`src/rtl/trace_pkg.sv`:
```
// Shared definitions for the debug-trace capture buffer: FSM encoding and packed entry layout.
package trace_pkg;

   localparam int unsigned DATA_W_DFLT = 32;
   localparam int unsigned NUM_FIELDS  = 5;
   localparam int unsigned TRACE_W     = NUM_FIELDS * DATA_W_DFLT;

   // Field offsets inside a packed entry; instruction occupies the MSBs.
   localparam int unsigned INSTR_LSB = 4 * DATA_W_DFLT;
   localparam int unsigned ALUA_LSB  = 3 * DATA_W_DFLT;
   localparam int unsigned ALUB_LSB  = 2 * DATA_W_DFLT;
   localparam int unsigned WDATA_LSB = 1 * DATA_W_DFLT;
   localparam int unsigned RMEM_LSB  = 0;

   typedef enum logic [1:0] {
      StIdle  = 2'd0,
      StArmed = 2'd1,
      StPost  = 2'd2,
      StDump  = 2'd3
   } trace_state_e;

endpackage

```
`src/rtl/trace_ram.sv`:
```
// Trace storage: register array, one synchronous write port, one combinational read port.
module trace_ram #(
   parameter int unsigned DEPTH  = 16,
   parameter int unsigned ADDR_W = 4,
   parameter int unsigned WIDTH  = 160
) (
   input  logic              clk,
   input  logic              we,
   input  logic [ADDR_W-1:0] waddr,
   input  logic [WIDTH-1:0]  wdata,
   input  logic [ADDR_W-1:0] raddr,
   output logic [WIDTH-1:0]  rdata
);

   logic [WIDTH-1:0] mem [DEPTH];

   // Write port; contents are intentionally not reset.
   always_ff @(posedge clk) begin
      if (we) begin
         mem[waddr] <= wdata;
      end
   end

   assign rdata = mem[raddr];

endmodule

```
`src/rtl/trace_capture_buffer.sv`:
```
// Circular debug-trace capture with instruction-match trigger and oldest-first valid/ready dump.
module trace_capture_buffer
   import trace_pkg::*;
#(
   parameter int unsigned DEPTH     = 16,
   parameter int unsigned ADDR_W    = 4,
   parameter int unsigned POST_TRIG = 8,
   parameter int unsigned DATA_W    = 32
) (
   input  logic                       clk,
   input  logic                       rst,
   input  logic                       arm,
   input  logic [DATA_W-1:0]          trig_mask,
   input  logic [DATA_W-1:0]          trig_value,
   input  logic [DATA_W-1:0]          instruction,
   input  logic [DATA_W-1:0]          alu_a,
   input  logic [DATA_W-1:0]          alu_b,
   input  logic [DATA_W-1:0]          write_data,
   input  logic [DATA_W-1:0]          read_data_mem,
   output logic                       rd_valid,
   input  logic                       rd_ready,
   output logic [NUM_FIELDS*DATA_W-1:0] rd_data,
   output logic                       rd_last,
   output logic [1:0]                 state,
   output logic [ADDR_W:0]            count,
   output logic                       triggered
);

   localparam int unsigned   TraceW    = NUM_FIELDS * DATA_W;
   localparam logic [ADDR_W:0]   FullCount = (ADDR_W + 1)'(DEPTH);
   localparam logic [ADDR_W:0]   CountOne  = (ADDR_W + 1)'(1);
   localparam logic [ADDR_W-1:0] PtrOne    = ADDR_W'(1);
   localparam logic [ADDR_W-1:0] PostInit  = ADDR_W'(POST_TRIG);

   trace_state_e      state_q, state_d;
   logic [ADDR_W-1:0] wr_ptr_q, wr_ptr_d;
   logic [ADDR_W:0]   count_q, count_d;
   logic [ADDR_W-1:0] post_q, post_d;
   logic              trig_q, trig_d;

   logic              hit;
   logic              capture;
   logic              handshake;
   logic [ADDR_W-1:0] rd_ptr;
   logic [TraceW-1:0] wdata;
   logic [TraceW-1:0] rdata;

   assign hit       = ((instruction & trig_mask) == (trig_value & trig_mask));
   assign capture   = (state_q == StArmed) || (state_q == StPost);
   // Write pointer is frozen during the dump, so draining count walks rd_ptr forward.
   assign rd_ptr    = wr_ptr_q - count_q[ADDR_W-1:0];
   assign wdata     = {instruction, alu_a, alu_b, write_data, read_data_mem};
   assign handshake = rd_valid & rd_ready;

   trace_ram #(
      .DEPTH  (DEPTH),
      .ADDR_W (ADDR_W),
      .WIDTH  (TraceW)
   ) u_ram (
      .clk   (clk),
      .we    (capture),
      .waddr (wr_ptr_q),
      .wdata (wdata),
      .raddr (rd_ptr),
      .rdata (rdata)
   );

   // Next-state logic: capture bookkeeping, trigger handling and dump draining.
   always_comb begin
      state_d  = state_q;
      wr_ptr_d = wr_ptr_q;
      count_d  = count_q;
      post_d   = post_q;
      trig_d   = trig_q;

      if (capture) begin
         wr_ptr_d = wr_ptr_q + PtrOne;
         if (count_q != FullCount) begin
            count_d = count_q + CountOne;
         end
      end

      unique case (state_q)
         StIdle: begin
            if (arm) begin
               state_d  = StArmed;
               wr_ptr_d = '0;
               count_d  = '0;
               post_d   = '0;
               trig_d   = 1'b0;
            end
         end
         StArmed: begin
            if (hit) begin
               trig_d  = 1'b1;
               post_d  = PostInit;
               state_d = (POST_TRIG == 0) ? StDump : StPost;
            end
         end
         StPost: begin
            post_d = post_q - PtrOne;
            if (post_q == PtrOne) begin
               state_d = StDump;
            end
         end
         StDump: begin
            if (handshake) begin
               count_d = count_q - CountOne;
               if (rd_last) begin
                  state_d = StIdle;
               end
            end
         end
         default: state_d = StIdle;
      endcase
   end

   // State register with synchronous active-low reset.
   always_ff @(posedge clk) begin
      if (!rst) begin
         state_q  <= StIdle;
         wr_ptr_q <= '0;
         count_q  <= '0;
         post_q   <= '0;
         trig_q   <= 1'b0;
      end else begin
         state_q  <= state_d;
         wr_ptr_q <= wr_ptr_d;
         count_q  <= count_d;
         post_q   <= post_d;
         trig_q   <= trig_d;
      end
   end

   // Readout outputs; rd_data is forced to zero outside the dump.
   always_comb begin
      rd_valid = (state_q == StDump);
      rd_last  = rd_valid && (count_q == CountOne);
      rd_data  = rd_valid ? rdata : '0;
   end

   assign state     = state_q;
   assign count     = count_q;
   assign triggered = trig_q;

endmodule
```
`config.mk`:
```
export PLATFORM = sky130hd
export DESIGN_NAME = trace_capture_buffer
export DESIGN_NICKNAME = d
export VERILOG_FILES = /design/src/rtl/trace_pkg.sv /design/src/rtl/trace_ram.sv /design/src/rtl/trace_capture_buffer.sv
export SDC_FILE = /design/constraint.sdc
export NUM_CORES = 2
export LEC_CHECK = 0
export CAP_MARGIN = 20
export CORE_MARGIN = 4
export CORE_UTILIZATION = 55
export DETAILED_ROUTE_END_ITERATION = 10
export HOLD_SLACK_MARGIN = 0.12
export PLACE_DENSITY = 0.83
export SETUP_SLACK_MARGIN = 0.02
export SLEW_MARGIN = 10
export SYNTH_ARGS = -nofsm -noshare
export SYNTH_HDL_FRONTEND = slang
export SYNTH_HIERARCHICAL = 1
export SYNTH_SLANG_ARGS = --single-unit
```
`constraint.sdc`:
```
create_clock -name clk -period 11.72 [get_ports clk]
set_clock_uncertainty 0.05 [all_clocks]
set_input_delay 2.93 -clock clk [delete_from_list [all_inputs] [get_ports clk]]
set_output_delay 2.93 -clock clk [all_outputs]
set_load 0.005 [all_outputs]
```
## Word level (Yosys, flattened, before mapping)

Memory sizes are Yosys's and may differ from the RTL's.
Cells that the tools add are included.

- Register bits after elaboration: 16
- RAM bits: 2560
- Input port bits: 228
- Output and inout bits: 170
- Word-level logic and storage cells: 57
- Memories: 1

Memory list:

| name | words | width | rd ports | clocked after memory_dff | write ports | RTL line | text |
|---|---|---|---|---|---|---|---|
| u_ram.mem | 16 | 160 | 1 | 0 | 1 | trace_ram.sv:15 | `logic [WIDTH-1:0] mem [DEPTH];` |

- $add $sub $neg: 5
- Equality and inequality tests: 12
- Mux-type cells: 23
- Bitwise operators: 3
- Reduce and logical (&&, ||, !) cells: 8

Operator list:

| operator | number |
|---|---|
| 2-to-1 mux 160 bit | 1 |
| AND 32 bit | 2 |
| == test 32 bit | 1 |
| 2-to-1 mux 4 bit | 5 |
| 2-to-1 mux 5 bit | 4 |
| one-hot mux 4 bit (3 select lines) | 1 |
| 2-to-1 mux 2 bit | 5 |
| one-hot mux 5 bit (2 select lines) | 1 |
| one-hot mux 2 bit (4 select lines) | 1 |
| inequality test 2 x 1 -> 1 bit, second input constant | 3 |
| AND reduction 3 bit | 2 |
| adder 5 x 1 -> 5 bit, second input constant | 1 |
| == test 5 x 1 -> 1 bit, second input constant | 1 |
| inequality test 5 bit, second input constant | 1 |
| AND reduction 5 bit | 1 |
| subtractor 5 x 1 -> 5 bit, second input constant | 1 |
| adder 4 x 1 -> 4 bit, second input constant | 1 |
| == test 2 bit, second input constant | 2 |
| == test 4 x 1 -> 1 bit, second input constant | 1 |
| 2-to-1 mux 1 bit | 4 |
| inequality test 2 bit, second input constant | 2 |
| subtractor 4 x 1 -> 4 bit, second input constant | 1 |
| subtractor 4 bit | 1 |
| nonzero test 3 bit | 1 |
| 7 further kinds | 7 |

## Logic depth before layout (Yosys ltp)

- Depth after elaboration: 5
- Mapped depth: 13
- Depth with buffers taken out: 10

## Cells and area by module

Netlist, hierarchy kept.

By module, submodules not included:

| module | times used | cells each | area an instance (um^2) | seq. area each (um^2) |
|---|---|---|---|---|
| trace_ram | 1 | 4048 | 96261.1 | 76873.7 |
| trace_capture_buffer | 1 | 371 | 2676.3 | 320.3 |

## Worst setup path before layout

Ideal clock, no wire load.

- Path kind: register to register
- Start: register state_q[0], in the netlist state[0]
- End: memory u_ram.mem[0][0], enable pin
- Setup time: 875 ps
- Arrival time: 12074 ps
- Data required time: 10795 ps
- Slack: -1279 ps
- Cell stages (with the launch flop): 5
- Path buffers: 0
- Period minus slack after synthesis: 12999 ps
- Path through: dfxtp_1 > inv_1 > ha_1 > or3b_2 > nor3_1

- Longest elaborated chain between the ends: 4
- Elaborated cells between the ends (all ways): 5
- Those cells by class: 2 x eq/ne; 2 x mux; 1 x reduce/logical

RTL lines:

| what | RTL line | text |
|---|---|---|
| from (decl) | trace_capture_buffer.sv:35 | `trace_state_e state_q, state_d;` |
| from (signal assigned) | trace_capture_buffer.sv:121 | `state_q <= StIdle;` |
| from (signal assigned) | trace_capture_buffer.sv:127 | `state_q <= state_d;` |
| == test 2 x 1 -> 1 bit / == test 2 bit (equally long branches) | trace_capture_buffer.sv:49 | `assign capture = (state_q == StArmed) \|\| (state_q == StPost);` |
| logical OR 1 bit (*) | trace_capture_buffer.sv:49 |  |
| named net capture | trace_capture_buffer.sv:42 | `logic capture;` |
| 2-to-1 mux 1 bit (*) | trace_ram.sv:19 | `if (we) begin` |
| 2-to-1 mux 1 bit (not written as such) (*) | trace_ram.sv:20 | `mem[waddr] <= wdata;` |
| to (decl) | trace_ram.sv:15 |  |

The timed path passes the listed nets; every way through them passes the cells marked *.

## Final worst setup path

- Start: register wr_ptr_q[0]
- End: output port rd_data[129]

- Longest elaborated chain between the ends: 3

RTL lines:

| what | RTL line | text |
|---|---|---|
| from (decl) | trace_capture_buffer.sv:36 | `logic [ADDR_W-1:0] wr_ptr_q, wr_ptr_d;` |
| from (signal assigned) | trace_capture_buffer.sv:128 | `wr_ptr_q <= wr_ptr_d;` |
| subtractor 4 bit | trace_capture_buffer.sv:51 | `assign rd_ptr = wr_ptr_q - count_q[ADDR_W-1:0];` |
| named net rd_ptr[1] | trace_capture_buffer.sv:44 | `logic [ADDR_W-1:0] rd_ptr;` |
| memory read (16 x 160 bit) | -- |  |
| named net rdata[129] | trace_capture_buffer.sv:46 | `logic [TraceW-1:0] rdata;` |
| 2-to-1 mux 160 bit | trace_capture_buffer.sv:139 | `rd_data = rd_valid ? rdata : '0;` |
| to (decl) | trace_capture_buffer.sv:22 | `output logic [NUM_FIELDS*DATA_W-1:0] rd_data,` |

The timed path passes the listed nets, and every way through them passes these cells.

==> load_flow_metrics.sql <==
INSERT INTO impl_metrics (metric_group, metric, value, unit) VALUES
('setup_path', 'critPathMaxStageDelay', '0.81', 'ns'),
('timing', 'fmaxAchievable', '108', 'MHz'),
('grt', 'grt_max_degree', '155', ''),
('setup_path', 'slowest_cp_cell', 'sky130_fd_sc_hd__buf_4', ''),
('timing', 'post-route-period-util', '79.4', '%'),
('grt', 'vias_in_the_first_global_route', '50700', ''),
('power_and_ir_drop', 'cell_internal_pwr', '19.1', 'mW'),
('route', 'firstDrtPassIters', '5', ''),
('timing', 'period_minus_slack', '9.30', 'ns'),
('setup_path', 'crit_path_start', 'wr_ptr_q[0]', ''),
('setup_path', 'cp_cell_sequence', 'inv_1 -> ha_1 -> fa_1 -> inv_8 -> buf_12 -> buf_4 -> mux4_2 -> a22oi_1 -> nand2_1 -> and2_1 -> clkdlybuf4s50_1', ''),
('grt', 'grt_first_pass_wirelength', '354000', 'µm'),
('synth', 'synth_commonest_cells', 'sky130_fd_sc_hd__edfxtp_1, sky130_fd_sc_hd__mux4_2, sky130_fd_sc_hd__a22oi_1', ''),
('floorplanning', 'num_rows', '155', ''),
('run_status', 'outcome', 'complete, no violations', ''),
('timing', 'fin_tns_setup', '0', 'ns'),
('route', 'totalWireLength', '244000', 'µm'),
('route', 'drtAntennaViolNets', '0', ''),
('grt', 'all_layer_gr_usage', '26.3', '%'),
('setup_path', 'critical_path_start_end_classification', 'flop to output port', ''),
('clock_tree', 'clkTransAtPathRegs', '0.06', 'ns'),
('placement', 'finalWeightedCongestion', '0.767', ''),
('clock_tree', 'cts_sinks', '2576', ''),
('synth', 'syn_area', '0.0989', 'mm²'),
('setup_path', 'r2r_slack', '6.72', 'ns'),
('timing', 'max_slew.worst_pin.slew', '1.16', 'ns'),
('synth', 'yosys_warnings', '6', ''),
('timing', 'slew_headroom', '22.7', '%'),
('setup_path', 'cp_data_required_time', '8.74', 'ns'),
('floorplanning', 'core_area', '0.179', 'mm²'),
('setup_path', 'critical_path.max_fanout', '126', ''),
('setup_path', 'critPathBufInv', '5', ''),
('timing', 'setup_repair_after_global_routing_missed_its_margin', 'false', ''),
('power_and_ir_drop', 'leakage', '34.8', 'nW'),
('power_and_ir_drop', 'vdd_drop_max', '0.354', 'mV'),
('route', 'drc', '0', ''),
('power_and_ir_drop', 'swShare', '31.8', '%'),
('floorplanning', 'initial_core_util', '55.4', '%'),
('setup_path', 'timing.critical_path.to_type', 'output port', ''),
('synth', 'most_instantiated_flip_flop_cell_in_the_synthesis_netlist', 'sky130_fd_sc_hd__edfxtp_1', ''),
('timing', 'finalHoldViolCount', '0', ''),
('clock_tree', 'clk-insertion-delay-late', '0.87', 'ns'),
('clock_tree', 'clock_tree.root_cell', 'sky130_fd_sc_hd__clkbuf_16', ''),
('synth', 'mappedNetlistNets', '4662', ''),
('synth', 'synth_seq_cells', '2576', ''),
('synth', 'synthDistinctLibCells', '49', ''),
('hold_path', 'hold_class', 'flop to flop', ''),
('clock_tree', 'cts_max_path_buffers', '3', ''),
('timing', 'finish_stage_setup_viols', '0', ''),
('synth', 'yosys.cell_count.top_type', 'sky130_fd_sc_hd__edfxtp_1', ''),
('grt', 'grt_antenna_before_repair', '41', ''),
('synth', 'syn_area_per_cell', '22.4', 'µm²'),
('clock_tree', 'hold_buffers', '0', ''),
('setup_path', 'r2r_cells', '6', ''),
('clock_tree', 'tritoncts_clock_tree', 'built', ''),
('power_and_ir_drop', 'powerDensity', '246', 'mW/mm²'),
('setup_path', 'endpoint', 'rd_data[129]', ''),
('synth', 'async_flop_share', '0', '%'),
('setup_path', 'start_kind', 'flop', ''),
('setup_path', 'timing.critical_path.max_delay_family', 'buffers and inverters', ''),
('clock_tree', 'cts-htree-levels', '4', ''),
('clock_tree', 'postCtsSetupRepairBufs', '0', ''),
('job', 'max_cap_violations', '0', ''),
('floorplanning', 'fp.dieArea', '0.187', 'mm²'),
('synth', 'ys_seq_area_share', '78.0', '%'),
('final_layout', 'drive_above_1_share', '22.7', '%'),
('setup_path', 'rr_endpoint', 'u_ram/mem[13][27]', ''),
('floorplanning', 'floorplan.io_pins', '398', ''),
('clock_tree', 'postCtsResizedCells', '0', ''),
('synth', 'synthTopCellsByArea', 'sky130_fd_sc_hd__edfxtp_1, sky130_fd_sc_hd__mux4_2, sky130_fd_sc_hd__a22oi_1, sky130_fd_sc_hd__mux2_2, sky130_fd_sc_hd__and2_1', ''),
('synth', 'synthDominantAreaCellType', 'sky130_fd_sc_hd__edfxtp_1', '');
-- how the worst min path moves through the flow --
| stage | from | endpoint | slack (ns) | cells after the start |
|---|---|---|---|---|
| floorplan | post_q[1] | post_q[1] | 0.40 | 2 |
| global placement | post_q[1] | post_q[1] | 0.42 | 2 |
| detailed placement | post_q[1] | post_q[1] | 0.43 | 2 |
| CTS | post_q[1] | post_q[1] | 0.45 | 2 |
| global route | post_q[1] | post_q[1] | 0.47 | 2 |
| finish | post_q[1] | post_q[1] | 0.45 | 2 |
-- cell families after synthesis --
logic type,synth area share [%]
flops,78.0
buf+inv,1.34
fa+ha+maj,0.197
simple gates,2.22
xor+xnor,0.381
compound gates,3.00
mux,14.8
-- stage by stage --
step	hold slack [ns]	std cells	area, µm²	worst slack [ns]	power (mW)
floorplan	0.398	4419	99000	3.04	17.9
global placement	0.418	7003	106000	3.62	20.3
detailed placement	0.427	7004	106000	3.48	20.5
CTS	0.448	7449	113000	2.42	28.1
global route	0.475	7462	113000	2.25	29.0
finish	0.445	7470	113000	2.42	27.9
-- final cells by class --
| class | instances | area, µm² |
|---|---|---|
| flip-flops and latches | 2576 | 77200 |
| clock buffers | 283 | 6150 |
| well taps | 2355 | 2950 |
| diodes | 21 | 52.6 |
| fillers | 11200 | 65200 |
| multi-input cells | 1583 | 20600 |
| clock inverters | 162 | 1560 |
| inverters | 14 | 67.6 |
| repair buffers | 476 | 4810 |
-- flip-flops by register name (all words and copies together), names as in the netlist --
signal     flops
u_ram/mem   2560
post_q         4
triggered      1
wr_ptr_q       4
count          5
state          2
-- per-layer routing --
metal | global-route usage, % | wire [µm] | part of all wire (%)
met5 | 0 | 111 | 0.046
met4 | 11.8 | 11100 | 4.6
met3 | 4.98 | 21700 | 8.9
met2 | 44.0 | 126000 | 52
met1 | 33.8 | 85000 | 35
-- cell usage in the layout, fill, tap and decap left out, drive strengths merged, types with 2 or more instances in the layout --
cell           netlist  routed
a211oi               3       3
a21o                 2       2
a21oi               11      11
a221oi              21      21
a22oi              279     279
a31oi                2       2
and2               164     164
buf                141      79
bufinv               0      17
clkbuf             105     283
clkdlybuf4s50        0     397
clkinv               1     120
clkinvlp             0      16
dfxtp               16      16
diode                0      21
edfxtp            2560    2560
ha                  14      14
inv                 13      23
mux2                99      99
mux2i               32      32
mux4               588     588
nand2              120     120
nand2b              25      25
nand3                9       9
nand3b               3       3
nand4                8       8
nor2                33      33
nor2b               38      38
nor3                 5       5
nor3b                2       2
o21ai               33      33
o221ai              32      32
o22a                 5       5
or2                  2       2
xnor2                6       6
xor2                37      37
-- power groups by stage --
stage               clock [mW]  sequential, mW  combinational, mW
floorplan                    0            11.0               6.82
global placement             0            10.9               9.30
detailed placement           0            11.0               9.46
CTS                       7.67            10.8               9.62
global route              8.10            10.8               10.1
finish                    7.57            10.8               9.54
-- tightest hold or removal path: cells and delay by family (launching register included) --
kind	cells	cell delay [ns]
mux	1	0.06
flops	1	0.33
simple gates	1	0.06
Note: power is estimated with default switching activity, not from simulation.
